File: config.mk
export PLATFORM = sky130hd
export DESIGN_NAME = adc_sample_packer_flat
export DESIGN_NICKNAME = d
export VERILOG_FILES = /design/src/rtl/adc_sample_packer_if.sv /design/src/rtl/adc_sample_packer.sv /design/src/flat_wrapper.sv
export SDC_FILE = /design/constraint.sdc
export NUM_CORES = 1
export LEC_CHECK = 0
export ABC_AREA = 1
export BUFFER_PORTS_ARGS = -buffer_cell sky130_fd_sc_hd__buf_4
export CAP_MARGIN = 20
export CELL_PAD_IN_SITES_DETAIL_PLACEMENT = 2
export CELL_PAD_IN_SITES_GLOBAL_PLACEMENT = 2
export CORE_MARGIN = 1
export CORE_UTILIZATION = 40
export CTS_CLUSTER_DIAMETER = 200
export DETAILED_ROUTE_END_ITERATION = 10
export GPL_TIMING_DRIVEN = 1
export PLACE_DENSITY_LB_ADDON = 0.1
export SLEW_MARGIN = 30
export SYNTH_ARGS = -nofsm -noshare
export SYNTH_HDL_FRONTEND = slang
export SYNTH_SLANG_ARGS = --single-unit
File: constraint.sdc
create_clock -name WB_CLK -period 3.2 [get_ports WB_CLK]
set_clock_uncertainty 0.1 [all_clocks]
set_input_delay 0.64 -clock WB_CLK [delete_from_list [all_inputs] [get_ports WB_CLK]]
set_output_delay 0.64 -clock WB_CLK [all_outputs]
set_load 0.01 [all_outputs]
File: src/rtl/adc_sample_packer_if.sv
// Sample-packer bus bundle: capture input, FIFO read port, DMA handshake and overflow status.
// The slave modport is the packer side; the master modport is the host/converter side.
interface adc_sample_packer_if #(
   parameter int unsigned DEPTH_LOG2 = 4
);
   logic                  ENABLE;
   logic [15:0]           ADC_DATA;
   logic                  ADC_DATA_VALID;
   logic                  RD_EN;
   logic [31:0]           RD_DATA;
   logic [DEPTH_LOG2:0]   LEVEL;
   logic                  SDMA_REQ;
   logic                  SDMA_ACTIVE;
   logic                  SDMA_DONE;
   logic                  SDMA_IRQ;
   logic                  CLR_OVF;
   logic                  OVERFLOW;

   modport slave (
      input  ENABLE,
      input  ADC_DATA,
      input  ADC_DATA_VALID,
      input  RD_EN,
      output RD_DATA,
      output LEVEL,
      output SDMA_REQ,
      input  SDMA_ACTIVE,
      input  SDMA_DONE,
      output SDMA_IRQ,
      input  CLR_OVF,
      output OVERFLOW
   );

   modport master (
      output ENABLE,
      output ADC_DATA,
      output ADC_DATA_VALID,
      output RD_EN,
      input  RD_DATA,
      input  LEVEL,
      input  SDMA_REQ,
      output SDMA_ACTIVE,
      output SDMA_DONE,
      input  SDMA_IRQ,
      output CLR_OVF,
      input  OVERFLOW
   );
endinterface

File: src/rtl/adc_sample_packer.sv
// ADC sample packer: forms 32-bit words from 16-bit samples into a FWFT FIFO with DMA burst FSM.
// Define ADC_PACKER_PACK2_EN to pack two samples per word; otherwise one zero-extended sample.
module adc_sample_packer #(
   parameter int unsigned DEPTH_LOG2 = 4,
   parameter int unsigned THRESHOLD  = 8
) (
   input  logic                WB_CLK,
   input  logic                WB_RST,
   adc_sample_packer_if.slave  bus
);

   localparam int unsigned         Depth     = 1 << DEPTH_LOG2;
   localparam logic [DEPTH_LOG2:0] FullLvl   = (DEPTH_LOG2 + 1)'(Depth);
   localparam logic [DEPTH_LOG2:0] ThreshLvl = (DEPTH_LOG2 + 1)'(THRESHOLD);
   localparam logic [DEPTH_LOG2:0] LvlOne    = (DEPTH_LOG2 + 1)'(1);
   localparam logic [DEPTH_LOG2-1:0] PtrOne  = DEPTH_LOG2'(1);

   typedef enum logic [1:0] {
      StIdle,
      StReq,
      StBusy,
      StIrq
   } dma_state_e;

   logic [31:0]           mem_q [Depth];
   logic [DEPTH_LOG2-1:0] wr_ptr_q, wr_ptr_d;
   logic [DEPTH_LOG2-1:0] rd_ptr_q, rd_ptr_d;
   logic [DEPTH_LOG2:0]   level_q, level_d;
   logic                  overflow_q, overflow_d;
   dma_state_e            state_q, state_d;
   logic                  sdma_req_q, sdma_req_d;
   logic                  sdma_irq_q, sdma_irq_d;

   logic                  accept;
   logic                  wr_req;
   logic [31:0]           wr_word;
   logic                  full;
   logic                  empty;
   logic                  do_push;
   logic                  do_pop;

   assign accept = bus.ENABLE & bus.ADC_DATA_VALID;

`ifdef ADC_PACKER_PACK2_EN
   logic        pending_q, pending_d;
   logic [15:0] half_q, half_d;

   always_comb begin
      pending_d = pending_q;
      half_d    = half_q;
      wr_req    = 1'b0;
      wr_word   = {bus.ADC_DATA, half_q};
      if (!bus.ENABLE) begin
         pending_d = 1'b0;
      end else if (bus.ADC_DATA_VALID) begin
         if (pending_q) begin
            wr_req    = 1'b1;
            pending_d = 1'b0;
         end else begin
            half_d    = bus.ADC_DATA;
            pending_d = 1'b1;
         end
      end
   end

   always_ff @(posedge WB_CLK or posedge WB_RST) begin
      if (WB_RST) begin
         pending_q <= 1'b0;
         half_q    <= 16'h0000;
      end else begin
         pending_q <= pending_d;
         half_q    <= half_d;
      end
   end
`else
   always_comb begin
      wr_req  = accept;
      wr_word = {16'h0000, bus.ADC_DATA};
   end
`endif

   // A pop on a full FIFO frees the slot the coincident write lands in.
   always_comb begin
      full       = (level_q == FullLvl);
      empty      = (level_q == '0);
      do_pop     = bus.RD_EN & ~empty;
      do_push    = wr_req & (~full | do_pop);
      wr_ptr_d   = do_push ? wr_ptr_q + PtrOne : wr_ptr_q;
      rd_ptr_d   = do_pop ? rd_ptr_q + PtrOne : rd_ptr_q;
      level_d    = level_q;
      if (do_push && !do_pop) begin
         level_d = level_q + LvlOne;
      end else if (do_pop && !do_push) begin
         level_d = level_q - LvlOne;
      end
      overflow_d = overflow_q;
      if (wr_req && full && !do_pop) begin
         overflow_d = 1'b1;
      end else if (bus.CLR_OVF) begin
         overflow_d = 1'b0;
      end
   end

   // Storage is deliberately left out of reset.
   always_ff @(posedge WB_CLK) begin
      if (do_push) begin
         mem_q[wr_ptr_q] <= wr_word;
      end
   end

   always_ff @(posedge WB_CLK or posedge WB_RST) begin
      if (WB_RST) begin
         wr_ptr_q   <= '0;
         rd_ptr_q   <= '0;
         level_q    <= '0;
         overflow_q <= 1'b0;
      end else begin
         wr_ptr_q   <= wr_ptr_d;
         rd_ptr_q   <= rd_ptr_d;
         level_q    <= level_d;
         overflow_q <= overflow_d;
      end
   end

   always_comb begin
      state_d = state_q;
      case (state_q)
         StIdle:  if (level_q >= ThreshLvl) state_d = StReq;
         StReq:   if (bus.SDMA_ACTIVE) state_d = StBusy;
         StBusy:  if (bus.SDMA_DONE) state_d = StIrq;
         StIrq:   state_d = StIdle;
         default: state_d = StIdle;
      endcase
      sdma_req_d = (state_d == StReq);
      sdma_irq_d = (state_d == StIrq);
   end

   always_ff @(posedge WB_CLK or posedge WB_RST) begin
      if (WB_RST) begin
         state_q    <= StIdle;
         sdma_req_q <= 1'b0;
         sdma_irq_q <= 1'b0;
      end else begin
         state_q    <= state_d;
         sdma_req_q <= sdma_req_d;
         sdma_irq_q <= sdma_irq_d;
      end
   end

   always_comb begin
      bus.RD_DATA  = mem_q[rd_ptr_q];
      bus.LEVEL    = level_q;
      bus.SDMA_REQ = sdma_req_q;
      bus.SDMA_IRQ = sdma_irq_q;
      bus.OVERFLOW = overflow_q;
   end

endmodule

File: src/flat_wrapper.sv
// flat-port wrapper written by rule: the top's interface ports become plain ports
module adc_sample_packer_flat 
#(
   parameter int unsigned DEPTH_LOG2 = 4,
   parameter int unsigned THRESHOLD  = 8
)
  (WB_CLK, WB_RST, bus_ENABLE, bus_ADC_DATA, bus_ADC_DATA_VALID, bus_RD_EN, bus_RD_DATA, bus_LEVEL, bus_SDMA_REQ, bus_SDMA_ACTIVE, bus_SDMA_DONE, bus_SDMA_IRQ, bus_CLR_OVF, bus_OVERFLOW);
  adc_sample_packer_if #(.DEPTH_LOG2(DEPTH_LOG2)) bus_i ();
  input  logic WB_CLK;
  input  logic WB_RST;
  input wire logic [$bits(bus_i.ENABLE)-1:0] bus_ENABLE;
  input wire logic [$bits(bus_i.ADC_DATA)-1:0] bus_ADC_DATA;
  input wire logic [$bits(bus_i.ADC_DATA_VALID)-1:0] bus_ADC_DATA_VALID;
  input wire logic [$bits(bus_i.RD_EN)-1:0] bus_RD_EN;
  output wire logic [$bits(bus_i.RD_DATA)-1:0] bus_RD_DATA;
  output wire logic [$bits(bus_i.LEVEL)-1:0] bus_LEVEL;
  output wire logic [$bits(bus_i.SDMA_REQ)-1:0] bus_SDMA_REQ;
  input wire logic [$bits(bus_i.SDMA_ACTIVE)-1:0] bus_SDMA_ACTIVE;
  input wire logic [$bits(bus_i.SDMA_DONE)-1:0] bus_SDMA_DONE;
  output wire logic [$bits(bus_i.SDMA_IRQ)-1:0] bus_SDMA_IRQ;
  input wire logic [$bits(bus_i.CLR_OVF)-1:0] bus_CLR_OVF;
  output wire logic [$bits(bus_i.OVERFLOW)-1:0] bus_OVERFLOW;
  assign bus_i.ENABLE = bus_ENABLE;
  assign bus_i.ADC_DATA = bus_ADC_DATA;
  assign bus_i.ADC_DATA_VALID = bus_ADC_DATA_VALID;
  assign bus_i.RD_EN = bus_RD_EN;
  assign bus_RD_DATA = bus_i.RD_DATA;
  assign bus_LEVEL = bus_i.LEVEL;
  assign bus_SDMA_REQ = bus_i.SDMA_REQ;
  assign bus_i.SDMA_ACTIVE = bus_SDMA_ACTIVE;
  assign bus_i.SDMA_DONE = bus_SDMA_DONE;
  assign bus_SDMA_IRQ = bus_i.SDMA_IRQ;
  assign bus_i.CLR_OVF = bus_CLR_OVF;
  assign bus_OVERFLOW = bus_i.OVERFLOW;
  adc_sample_packer #(.DEPTH_LOG2(DEPTH_LOG2), .THRESHOLD(THRESHOLD)) u_core (.WB_CLK(WB_CLK), .WB_RST(WB_RST), .bus(bus_i));
endmodule
== After elaboration in Yosys (flattened, before gate mapping) ==
Memories as Yosys holds them, arrays and structs flattened.
Index checks and enable logic that the tools add are counted.

* Bits in registers: 18
* Bits in writable memories: 256
* Input port bits: 24
* Output and inout port bits: 40
* Memories kept: 1

* $add $sub $neg: 4
* $lt $le $gt $ge: 1
* Equality and inequality tests: 6
* Mux-type cells: 10
* Bitwise gates (word level): 6
* Reduce and logical (&&, ||, !) cells: 10

{| class="wikitable"
|+ Memory list
! name !! words !! bits a word !! read ports !! clocked after memory_dff !! write ports !! RTL line !! text
|-
| u_core.mem_q || 16 || 16 || 1 || 0 || 1 || adc_sample_packer.sv:25 || <nowiki>logic [31:0] mem_q [Depth];</nowiki>
|}

{| class="wikitable"
|+ Operators by type and width
! kind !! count
|-
| $mux W5 || 2
|-
| $add A4 B1 Y4 const B || 2
|-
| $pmux W2 S4 || 1
|-
| $eq A2 B2 Y1 const B || 3
|-
| $mux W2 || 3
|-
| $add A5 B1 Y5 const B || 1
|-
| $eq A5 B5 Y1 const B || 1
|-
| $ge A5 B4 Y1 const B || 1
|-
| $logic_not A5 Y1 || 1
|-
| $sub A5 B1 Y5 const B || 1
|-
| $eq A2 B1 Y1 const B || 2
|-
| $logic_and A1 B1 Y1 || 4
|-
| $mux W1 || 4
|-
| $reduce_bool A2 Y1 || 2
|-
| $and A1 B1 Y1 || 3
|-
| $logic_not A1 Y1 || 2
|-
| $logic_not A2 Y1 || 1
|-
| $not A1 Y1 || 2
|-
| $or A1 B1 Y1 || 1
|}

== Longest topological paths before layout ==
Gate-level depths: netlist of the first run.

* Depth in word-level cells: 9
* Mapped depth: 16
* Gate-level depth less buffers: 15

== Worst setup path after synthesis of the first run ==
OpenSTA, ideal clock, no wires.

* Path type: input to register
* From: input port bus_ENABLE
* To: memory u_core.mem_q[10][0] in the netlist's numbering (enable)
* Library setup time: 0.409 ns
* Arrival time: 2.188 ns
* Required time: 2.691 ns
* Slack: 0.502 ns
* Stages on the path: 5
* Cells stage by stage: nand2_1 inv_1 nand2_1 buf_2 nor3_1

* Word-level cells in the longest chain between the ends: 4

{| class="wikitable"
|+ RTL lines
! what !! RTL line !! text
|-
| start: declaration || flat_wrapper.sv:11 || <nowiki>input wire logic [$bits(bus_i.ENABLE)-1:0] bus_ENABLE;</nowiki>
|-
| $and A1 B1 Y1 || adc_sample_packer.sv:42 || <nowiki>assign accept = bus.ENABLE & bus.ADC_DATA_VALID;</nowiki>
|-
| $and A1 B1 Y1 || adc_sample_packer.sv:87 || <nowiki>do_push = wr_req & (~full | do_pop);</nowiki>
|-
| $mux W1 || adc_sample_packer.sv:106 || <nowiki>if (do_push) begin</nowiki>
|-
| $mux W1 (implied by the code) || adc_sample_packer.sv:107 || <nowiki>mem_q[wr_ptr_q] <= wr_word;</nowiki>
|-
| end: declaration || adc_sample_packer.sv:25 ||
|}

Every way passes these cells.

== Worst setup path after layout of the first run ==
* From: register u_core.rd_ptr_q[1]
* To: output port bus_RD_DATA[0]

* Word-level cells in the longest chain between the ends: 1

{| class="wikitable"
|+ RTL lines
! what !! RTL line !! text
|-
| start: declaration || adc_sample_packer.sv:27 || <nowiki>logic [DEPTH_LOG2-1:0] rd_ptr_q, rd_ptr_d;</nowiki>
|-
| start signal: assignment || adc_sample_packer.sv:119 || <nowiki>rd_ptr_q <= rd_ptr_d;</nowiki>
|-
| $mem_v2 Z16 W16 || - ||
|-
| end: declaration || flat_wrapper.sv:15 || <nowiki>output wire logic [$bits(bus_i.RD_DATA)-1:0] bus_RD_DATA;</nowiki>
|}

Every way passes these cells.

==> run metrics, run 1 <==
status=completed; most used cell along the critical path=nand2_1; largest net degree at the start of global routing=82; Mean Syn Cell Area=10.3 um2; worst skew pair latency=0.55 ns; width of the die=175 um; Max Fanout on Critical Path=22; Post-Route WL=36700 um; Placer Congestion=a little over 0.7; Crit Path Category=flip-flop to primary output; H-tree depth=1; io pins=64; top cell type by total area after synthesis=edfxtp_1; Worst Setup SP=u_core.rd_ptr_q[1]$_DFFE_PP0N_; Die Y=175 um; row count=62; initial antenna violation count=0; Netlist Area Pre-Place=12000 um2; dpl ws=between 0.4 and 0.5 ns; Distinct cells, synth=26; Tcrit/Tclk final=between 90% and 100%; maximum VDD drop=~0.00045 V; ant diodes=0; TritonCTS Buffers=31; synthesis-to-finish area growth=15.7%; Avg Vias per Cell=between 5 and 6; CTS tree=built; final setup vio count=0; number of fill cells=3050; FF+latch count, synth=274; P per Cell Area=between 800 and 900 nW/um2; Crit Reg-Reg Startpoint=u_core.bus.LEVEL[1]$_DFFE_PP0P_; setup TNS=0 ns; sequential area share after synthesis=between 60 and 70%; Congestion Overflow GR=0; Tot Pwr=between 10 and 15 mW; CTS Hold Bufs=0; ANT nets after route=0; vias in the first global route=9289; Starting Density=41.1%; via count=8336; crit path cell chain=nand2_1 > inv_4 > buf_12 > nand2_1 > nor2_1 > nor2_1 > nand2_1 > nand2_1 > buf_4; GRT Resource Usage Total=~25%; CORE AREA=slightly below 30000 um2; post-synth top area share=64.3%; worst setup margin=0.0972 ns; wire length of the first global-routing pass=about 55000 um; endpoints failing hold=0; Global Route met2 Usage=45.2%; CP required=2.46 ns; Finished Core Util=47.6%; Slew Limit Fails=0; Routed wire per std cell=22.4 um; Critical Path End Type=primary output; GRT Max-Usage Layer=met2; synth top area cells=edfxtp_1, nand2_1, nand3_1, inv_1, dfrtp_1; fmax=around 320 MHz; dpl hpwl=between 20000 and 25000 um; # clock sinks=274; post-CTS setup buffers=0; max cap viols=0; share of layout cells above drive strength 1=11.8%; met3 Use GR=3.24%; register clock-pin slew on the reported worst setup and hold paths=0.06 ns; relative slew slack=about 49%; Yosys warning total=0; Post-Syn Instances=between 1000 and 1500; drt drc=0; Die Area=30600 um2; P_leak=5.82 nW; minimum clock period=3.10 ns; CTS Buffer Depth=3; actual slew at the worst max-slew pin=0.766 ns; Data arrival, critical path=2.36 ns; slowest CP cell=dfrtp_2; HP Class=input port to async pin; RSZ-0062 raised after global routing=false; Crit path largest cell delay=~0.51 ns; clock root buffer=clkbuf_16; starting DRC count in detailed routing=553; met1 Resource Use GR=30.1%; fin nets=1265; Setup crit start kind=flip-flop; Port Buffers=47; First-pass DRT Iterations=5
## logic make-up after synthesis
logic type,after synthesis,share of synthesized area (%)
and+or+nand+nor,673,22.6
DFF,274,68.1
buffers and inverters,191,7.45
other,1,0.0314
adders and majority gates,10,1.11
xor gates and xnor gates,6,0.440
AOI/OAI and AO/OA,5,0.251
## path summary, 6_finish.rpt
kind / to / slack (ns) / cells after the start
worst max-delay path: bus_RD_DATA[0] / 0.1 / 9
max in group asynchronous: u_core.rd_ptr_q[0]$_DFFE_PP0N_ / 2.31 / 2
worst max register to register: u_core.bus.LEVEL[4]$_DFFE_PP0P_ / 0.81 / 13
worst min-delay path: u_core.wr_ptr_q[2]$_DFFE_PP0P_ / 0.13 / 2
min in group WB_CLK: u_core.bus.OVERFLOW$_DFFE_PP0P_ / 0.18 / 2
worst min register to register: u_core.bus.OVERFLOW$_DFFE_PP0P_ / 0.44 / 2
## per-layer routing
layer  part of all wire (%)  vias to the layer above
met5                      0                        -
met4                    2.5                        0
met2                     52                      171
met3                    3.9                       57
met1                     42                     4257
li1                       -                     3851
## metrics by stage
| step | instances | hold WS, ns | cell area, um2 |
|---|---|---|---|
| final | 1634 | 0.126 | 13800 |
| after global routing | 1634 | 0.162 | 13800 |
| after CTS | 1634 | 0.159 | 13800 |
| after global placement | 1580 | 0.412 | 12900 |
| after floorplan | 1175 | 0.381 | 12000 |
| after detailed placement | 1580 | 0.425 | 12900 |
## where the power goes
group          internal (mW)  total [mW]  switching, mW
sequential              4.15        4.34          0.184
clock                   1.91        3.29           1.38
combinational           1.42        4.46           3.03
## state kept, by name, summed over array words and instances (netlist names)
| name | count |
|---|---|
| u_core.bus.SDMA_IRQ | 1 |
| u_core.mem_q | 256 |
| u_core.wr_ptr_q | 4 |
| u_core.bus.OVERFLOW | 1 |
| u_core.bus.SDMA_REQ | 1 |
| u_core.bus.LEVEL | 5 |
| u_core.state_q | 2 |
| u_core.rd_ptr_q | 4 |
## cells in the mapped netlist, drive strengths merged
master,count
nand3b,1
nand2,443
nor2,101
fa,1
xnor2,2
clkbuf,6
o22ai,2
nand4,3
edfxtp,256
inv,126
ha,9
o211ai,1
xor2,4
conb,1
dfrtp,18
o21ai,2
nand3,109
nor3,16
buf,59
## area by class of cell
cell class	count	area, um2	share of cell area, %
clock buffer	45	858	6.20
clock inverter	7	57.6	0.416
inverter	126	480	3.47
multi-input combinational	711	3070	22.2
sequential	274	8140	58.8
tap	384	480	3.47
timing repair buffer	87	743	5.37
## critical path, delay by kind of cell, from the launching register on
family / cells / cell delay, ns
DFF: 1 / 0.51
buffers and inverters: 3 / 0.57
and+or+nand+nor: 6 / 0.72
## what timing repair did
| action | in CTS | in global routing |
|---|---|---|
| setup endpoints to repair | 12 | 5 |
| gates resized for setup | 4 | 4 |
| gates cloned | 2 | 0 |
## cells in the final DEF (no fill, tap or decap), types with 9 or more instances in the layout
master,instances
clkbuf_16,31
clkbuf_1,11
nand3_1,109
edfxtp_1,256
nor3_2,16
buf_4,80
dfrtp_1,16
conb_1,16
nand2_1,443
ha_1,9
inv_1,123
nor2_1,100
No activity file was read; power rests on OpenSTA's default activity.
==> run 2: changes to the inputs <==
==> constraint.sdc (replaced) <==
create_clock -name WB_CLK -period 3.2 [get_ports WB_CLK]
set_clock_uncertainty 0.1 [all_clocks]
set_input_delay 0.48 -clock WB_CLK [delete_from_list [all_inputs] [get_ports WB_CLK]]
set_output_delay 0.48 -clock WB_CLK [all_outputs]
set_load 0.01 [all_outputs]
==> run 2 against run 1 <==
Combinational power down 3%. Critical path type unchanged. Wire length up 0.83%. Worst hold slack worse by 0.028 ns. Largest cell class unchanged. Count of clock-buffer cells in the layout down 7. Global-route usage down 0.13 points. Critical endpoint is now bus_RD_DATA[15].
==> run metrics, run 2 (synthesis results as in run 1) <==
First-pass DRT Iterations=5; Starting Density=41.1%; io pins=64; status=completed; max cap viols=0; Tcrit/Tclk final=96.5%; Setup crit start kind=flip-flop; RSZ-0062 raised after global routing=false; P_leak=5.80 nW; Max Fanout on Critical Path=11; largest net degree at the start of global routing=132; register clock-pin slew on the reported worst setup and hold paths=0.06 ns; setup TNS=0 ns; hold slack=0.0982 ns; ant diodes=0; Placer Congestion=0.725; CTS Buffer Depth=3; Congestion Overflow GR=0; synthesis-to-finish area growth=15.5%; Slew Limit Fails=0; Met2 Routed Length=~19000 um; share of layout cells above drive strength 1=between 10% and 20%; combinational share of power=36.4%; Int Power=7.34 mW; Die Area=around 31000 um2; maximum VDD drop=between 0.0006 and 0.0007 V; CP required=2.62 ns; relative slew slack=40.7%; Crit Path Category=flip-flop to primary output; starting DRC count in detailed routing=524; HP Class=input port to flip-flop; worst skew pair latency=0.55 ns; endpoints failing hold=0; clock root buffer=clkbuf_16; worst setup margin=0.113 ns; H-tree depth=1; ANT nets after route=0; TritonCTS Buffers=30; via count=8424; fin nets=between 1000 and 1500; Avg Vias per Cell=5.15; Post-Route WL=about 37000 um; highest metal used=met4; hold_sp=bus_SDMA_ACTIVE; fmax=324 MHz; Top reg by flops=u_core.mem_q; Port Buffers=47; Crit Reg-Reg Startpoint=u_core.bus.LEVEL[3]$_DFFE_PP0P_; WL met3=1420 um; Sw Pwr=about 4.5 mW; drt drc=0; initial antenna violation count=0; wire length of the first global-routing pass=about 56000 um; CTS tree=built; most frequent cells in the layout=nand2_1, edfxtp_1, inv_1; M1 wire length=between 15000 and 20000 um; dpl hpwl=22000 um; Critical Path End Type=primary output; Routed wire per std cell=22.6 um; Worst Setup SP=u_core.rd_ptr_q[1]$_DFFE_PP0N_; final setup vio count=0; Data arrival, critical path=roughly 2.5 ns; Die Y=175 um; row count=62; P per Cell Area=861 nW/um2; clock power share=27.3%; actual slew at the worst max-slew pin=between 0.8 and 0.9 ns; number of flip-flops in the largest register=256; Switching Fraction=between 30% and 40%; dpl ws=0.715 ns; Finished Core Util=47.5%; most common cell after layout, fill and taps aside=nand2_1; GRT Resource Usage Total=24.4%; width of the die=between 150 and 200 um; # clock sinks=about 270; vias in the first global route=9303; minimum clock period=3.09 ns; sequential share of power=36.3%; CORE AREA=29100 um2
[run 2: cell count changes in the layout (fill, tap and decap cells not counted), moves of 2 or more]
cell	previous run	this run
clkinv_2	0	5
clkbuf_1	11	7
clkbuf_8	3	0
buf_6	2	0
clkinv_1	5	9
dlygate4sd3_1	0	2
buf_12	3	6
[run 2: final timing paths]
kind / endpoint / slack (ns) / cells after the start
max reg2reg: u_core.bus.LEVEL[4]$_DFFE_PP0P_ / 0.79 / 12
max: bus_RD_DATA[15] / 0.11 / 7
min: u_core.state_q[1]$_DFF_PP0_ / 0.1 / 3
min reg2reg: u_core.wr_ptr_q[3]$_DFFE_PP0P_ / 0.44 / 2
min in group asynchronous: u_core.rd_ptr_q[1]$_DFFE_PP0N_ / 0.53 / 3
max in group asynchronous: u_core.rd_ptr_q[0]$_DFFE_PP0N_ / 1.93 / 3
[run 2: what timing repair did]
item | CTS | global route
setup endpoints to repair | 0 | 4
resized for setup | 0 | 1
hold buffers | 2 | 0
hold endpoints to repair | 19 | 0
buffers inserted | 0 | 0
[run 2: final cells by class]
class	instances	area, um2
clock buffers	38	802
inverters	126	475
clock inverters	16	97.6
repair buffers	87	733
multi-input cells	711	3070
flip-flops and latches	274	8140
well taps	384	480
fillers	3024	15300
[run 2: layer usage]
metal,vias up,track usage (%)
li1,3857,-
met1,4344,31.2
met2,164,44.1
met3,59,2.96
met4,0,5.65
met5,-,0
[run 2: metrics by stage]
step | std cells | total power, mW | area (um2)
global route | 1636 | 12.6 | 13800
CTS | 1635 | 12.0 | 13800
finish | 1636 | 11.9 | 13800
detailed placement | 1579 | 8.71 | 12900
floorplan | 1175 | 7.01 | 12000
global placement | 1579 | 8.53 | 12900
[run 2: worst max-delay path: stages (launching register included)]
cell	delay, ns
dfrtp_1	0.62
inv_1	0.42
buf_4	0.30
nand3_1	0.10
nand3_1	0.11
nand2_1	0.15
nand2_1	0.10
buf_4	0.15
[run 2: power groups by stage]
stage | combinational (mW) | sequential, mW | clock, mW
global route | 4.79 | 4.34 | 3.42
finish | 4.33 | 4.31 | 3.25
CTS | 4.40 | 4.31 | 3.31
floorplan | 2.67 | 4.34 | 0
detailed placement | 4.33 | 4.38 | 0
global placement | 4.17 | 4.36 | 0
==> run 3: changes to the inputs <==
--- a/config.mk
+++ b/config.mk
@@ -5,13 +5,12 @@
 export SDC_FILE = /design/constraint.sdc
 export NUM_CORES = 1
 export LEC_CHECK = 0
-export ABC_AREA = 1
 export BUFFER_PORTS_ARGS = -buffer_cell sky130_fd_sc_hd__buf_4
 export CAP_MARGIN = 20
 export CELL_PAD_IN_SITES_DETAIL_PLACEMENT = 2
 export CELL_PAD_IN_SITES_GLOBAL_PLACEMENT = 2
 export CORE_MARGIN = 1
-export CORE_UTILIZATION = 40
+export CORE_UTILIZATION = 47
 export CTS_CLUSTER_DIAMETER = 200
 export DETAILED_ROUTE_END_ITERATION = 10
 export GPL_TIMING_DRIVEN = 1
==> run 3 against run 2 <==
Worst hold slack got worse by 0.074 ns. Setup slack lost 0.0023 ns. Cell count shrank 38%. Count of clock-buffer cells in the layout shrank 4. First-iteration DRC count shrank 23%. Area after synthesis fell by 6.0%. Die area shrank 20%. Final area decreased by 6.0%. Combinational power shrank 6.5%. Wire length fell by 18%. Critical path type unchanged. Non-clock buffer count rose by 3. Power down 1.8%.
==> run metrics, run 3 <==
Setup crit start kind=flip-flop; WL met3=about 1000 um; Data arrival, critical path=2.51 ns; CTS Buffer Depth=3; Met2 Routed Length=15800 um; most common cell after layout, fill and taps aside=edfxtp_1; Tcrit/Tclk final=96.5%; number of flip-flops in the largest register=256; # clock sinks=~270; highest metal used=met4; Congestion Overflow GR=0; CTS tree=built; crit path cell chain=and2_2 > buf_4 > a221oi_2 > o21ai_0 > nand2_1 > buf_4; relative slew slack=47.5%; endpoints failing hold=0; worst reg2reg path depth=11; P per Cell Area=899 nW/um2; maximum VDD drop=0.000524 V; Critical Path End Type=primary output; io pins=between 60 and 70; minimum clock period=3.09 ns; fin nets=705; dpl hpwl=18600 um; Crit Reg-Reg Startpoint=u_core.bus.LEVEL[0]$_DFFE_PP0P_; asr flop ratio synth=6.57%; ant diodes=0; slowest CP cell=and2_2; initial antenna violation count=0; top cell type by total area after synthesis=edfxtp_1; Top reg by flops=u_core.mem_q; Crit path max-delay family=simple AND/OR/NAND/NOR gates; Int Power=7.75 mW; Sw Pwr=3.92 mW; Reg-to-Reg End=u_core.bus.LEVEL[4]$_DFFE_PP0P_; Distinct cells, synth=43; sequential area share after synthesis=72.4%; most used cell along the critical path=buf_4; RSZ-0062 raised after global routing=false; P_leak=between 4 and 5 nW; actual slew at the worst max-slew pin=0.786 ns; First-pass DRT Iterations=4; FF+latch count, synth=approximately 270; M1 wire length=12900 um; setup TNS=0 ns; worst skew pair latency=0.56 ns; worst setup margin=0.111 ns; count leader, synth=edfxtp_1; hold path endpoint=u_core.bus.OVERFLOW$_DFFE_PP0P_; via count=a little under 6000; share of layout cells above drive strength 1=29.7%; clock root buffer=clkbuf_16; Switching Fraction=33.6%; Yosys warning total=0; number of fill cells=2022; max cap viols=0; hold slack=0.0242 ns; Most used DFF post-synth=edfxtp_1; Post-synth EDFFs=256; width of the die=157 um; sequential share of power=between 30% and 40%; final setup vio count=0; Mean Syn Cell Area=19.2 um2; ANT nets after route=0; Starting Density=47.9%; worst reg-to-reg setup slack=between 0.3 and 0.4 ns; starting DRC count in detailed routing=405; Port Buffers=47; Netlist Area Pre-Place=11200 um2; CORE AREA=between 20000 and 25000 um2; hold depth=2; Post-Route WL=around 30000 um; clock power share=a little over a quarter; Avg Vias per Cell=~5.8; HP Class=input port to flip-flop; CP bufs+invs=2; Crit Path Category=flip-flop to primary output; Post-synth top cells=edfxtp_1, mux2i_1, mux4_2; CP required=2.62 ns; status=completed; row count=56; drt drc=0; synthesis-to-finish area growth=15.5%; hold_sp=bus_CLR_OVF; fmax=324 MHz; most frequent cells in the layout=edfxtp_1, buf_4, mux2i_1; area of the multi-input gates=2780 um2; Placer Congestion=0.749; synth top area cells=edfxtp_1, mux4_2, mux2i_1, a221oi_2, dfrtp_1; largest net degree at the start of global routing=21; post-synth top area share=68.4%; Finished Core Util=55.3%; Routed wire per std cell=~30 um; Slew Limit Fails=0; vias in the first global route=6636; Crit path largest cell delay=between 0.4 and 0.5 ns; dpl ws=about 0.35 ns; Max Fanout on Critical Path=12; Post-Syn Instances=between 500 and 600; register clock-pin slew on the reported worst setup and hold paths=0.06 ns; Die Area=24500 um2; GRT Resource Usage Total=about a quarter; FF/Latch Area=roughly 8100 um2; wire length of the first global-routing pass=roughly 44000 um; combinational share of power=34.7%; H-tree depth=1; TritonCTS Buffers=28; Die Y=157 um
==> run 3: changes by cell type after synthesis, sizes merged, moves of 6 or more <==
cell / before / now
a221oi: 0 / 32
a22oi: 0 / 16
buf: 59 / 41
inv: 126 / 9
mux2i: 0 / 65
mux4: 0 / 32
nand2: 443 / 24
nand3: 109 / 4
nor2: 101 / 5
nor3: 16 / 3
o21ai: 2 / 20
xnor2: 2 / 8
==> run 3: layout make-up <==
cell class / count / area share, %
flip-flops and latches: 274 / 62.7
multi-input cells: 268 / 21.4
repair buffers: 90 / 5.89
clock buffers: 34 / 5.57
well taps: 319 / 3.08
clock inverters: 15 / 1.05
inverters: 9 / 0.260
==> run 3: per-layer routing <==
metal / vias up / GRT usage (%)
li1: 2515 / -
met1: 3121 / 33.9
met2: 135 / 44.9
met3: 40 / 3.38
met4: 0 / 8.40
met5: - / 0
==> run 3: power groups by stage <==
stage          clock (mW)  combinational [mW]  sequential, mW
4_1_cts              3.18                4.08            4.50
3_3_place_gp            0                3.77            4.55
5_1_grt              3.28                4.33            4.50
2_1_floorplan           0                2.72            4.40
3_5_place_dp            0                3.94            4.60
6_report             3.14                4.05            4.48
==> run 3: kinds of logic after synthesis <==
| group | synth area share (%) |
|---|---|
| buffers and inverters | 3.79 |
| AO/OA/AOI/OAI | 6.61 |
| multiplexers | 12.4 |
| other | 0.0334 |
| AND/OR/NAND/NOR | 2.77 |
| adder cells (fa/ha/maj) | 1.18 |
| flip-flops | 72.4 |
| XOR/XNOR | 0.780 |
==> run 3: how the worst max path moves through the flow <==
stage	startpoint	endpoint	slack, ns	cells after the start
5_1_grt	u_core.rd_ptr_q[1]$_DFFE_PP0N_	bus_RD_DATA[14]	0.01	6
4_1_cts	u_core.rd_ptr_q[0]$_DFFE_PP0N_	bus_RD_DATA[14]	0.04	7
3_3_place_gp	u_core.bus.LEVEL[0]$_DFFE_PP0P_	u_core.bus.LEVEL[4]$_DFFE_PP0P_	0.51	11
2_1_floorplan	u_core.bus.LEVEL[0]$_DFFE_PP0P_	u_core.mem_q[2][0]$_DFFE_PP_	0.03	4
6_report	u_core.rd_ptr_q[1]$_DFFE_PP0N_	bus_RD_DATA[14]	0.11	6
3_5_place_dp	u_core.bus.LEVEL[0]$_DFFE_PP0P_	u_core.bus.LEVEL[4]$_DFFE_PP0P_	0.35	11
==> run 3: per-stage QoR <==
| step | instance area (um2) | power (mW) | std cells |
|---|---|---|---|
| 4_1_cts | 12900 | 11.8 | 1006 |
| 6_report | 13000 | 11.7 | 1009 |
| 3_5_place_dp | 12100 | 8.55 | 955 |
| 5_1_grt | 13000 | 12.1 | 1009 |
| 2_1_floorplan | 11300 | 7.12 | 599 |
| 3_3_place_gp | 12100 | 8.32 | 955 |
==> run 3: what timing repair did <==
action | 4_1_cts | 5_1_grt
resized for setup | 0 | 1
endpoints found under the hold margin | 14 | 0
buffers inserted | 1 | 3
endpoints found under the setup margin | 11 | 4
hold buffers | 1 | 0
==> run 3: worst register-to-register path, cell delays in order (launching register included) <==
cell     delay [ns]
dfrtp_1        0.46
nor3_1         0.30
nand3_1        0.18
nand3_1        0.15
inv_2          0.11
ha_1           0.22
inv_1          0.18
ha_1           0.31
a21o_1         0.20
a21oi_1        0.17
mux2i_1        0.25
xnor2_1        0.14
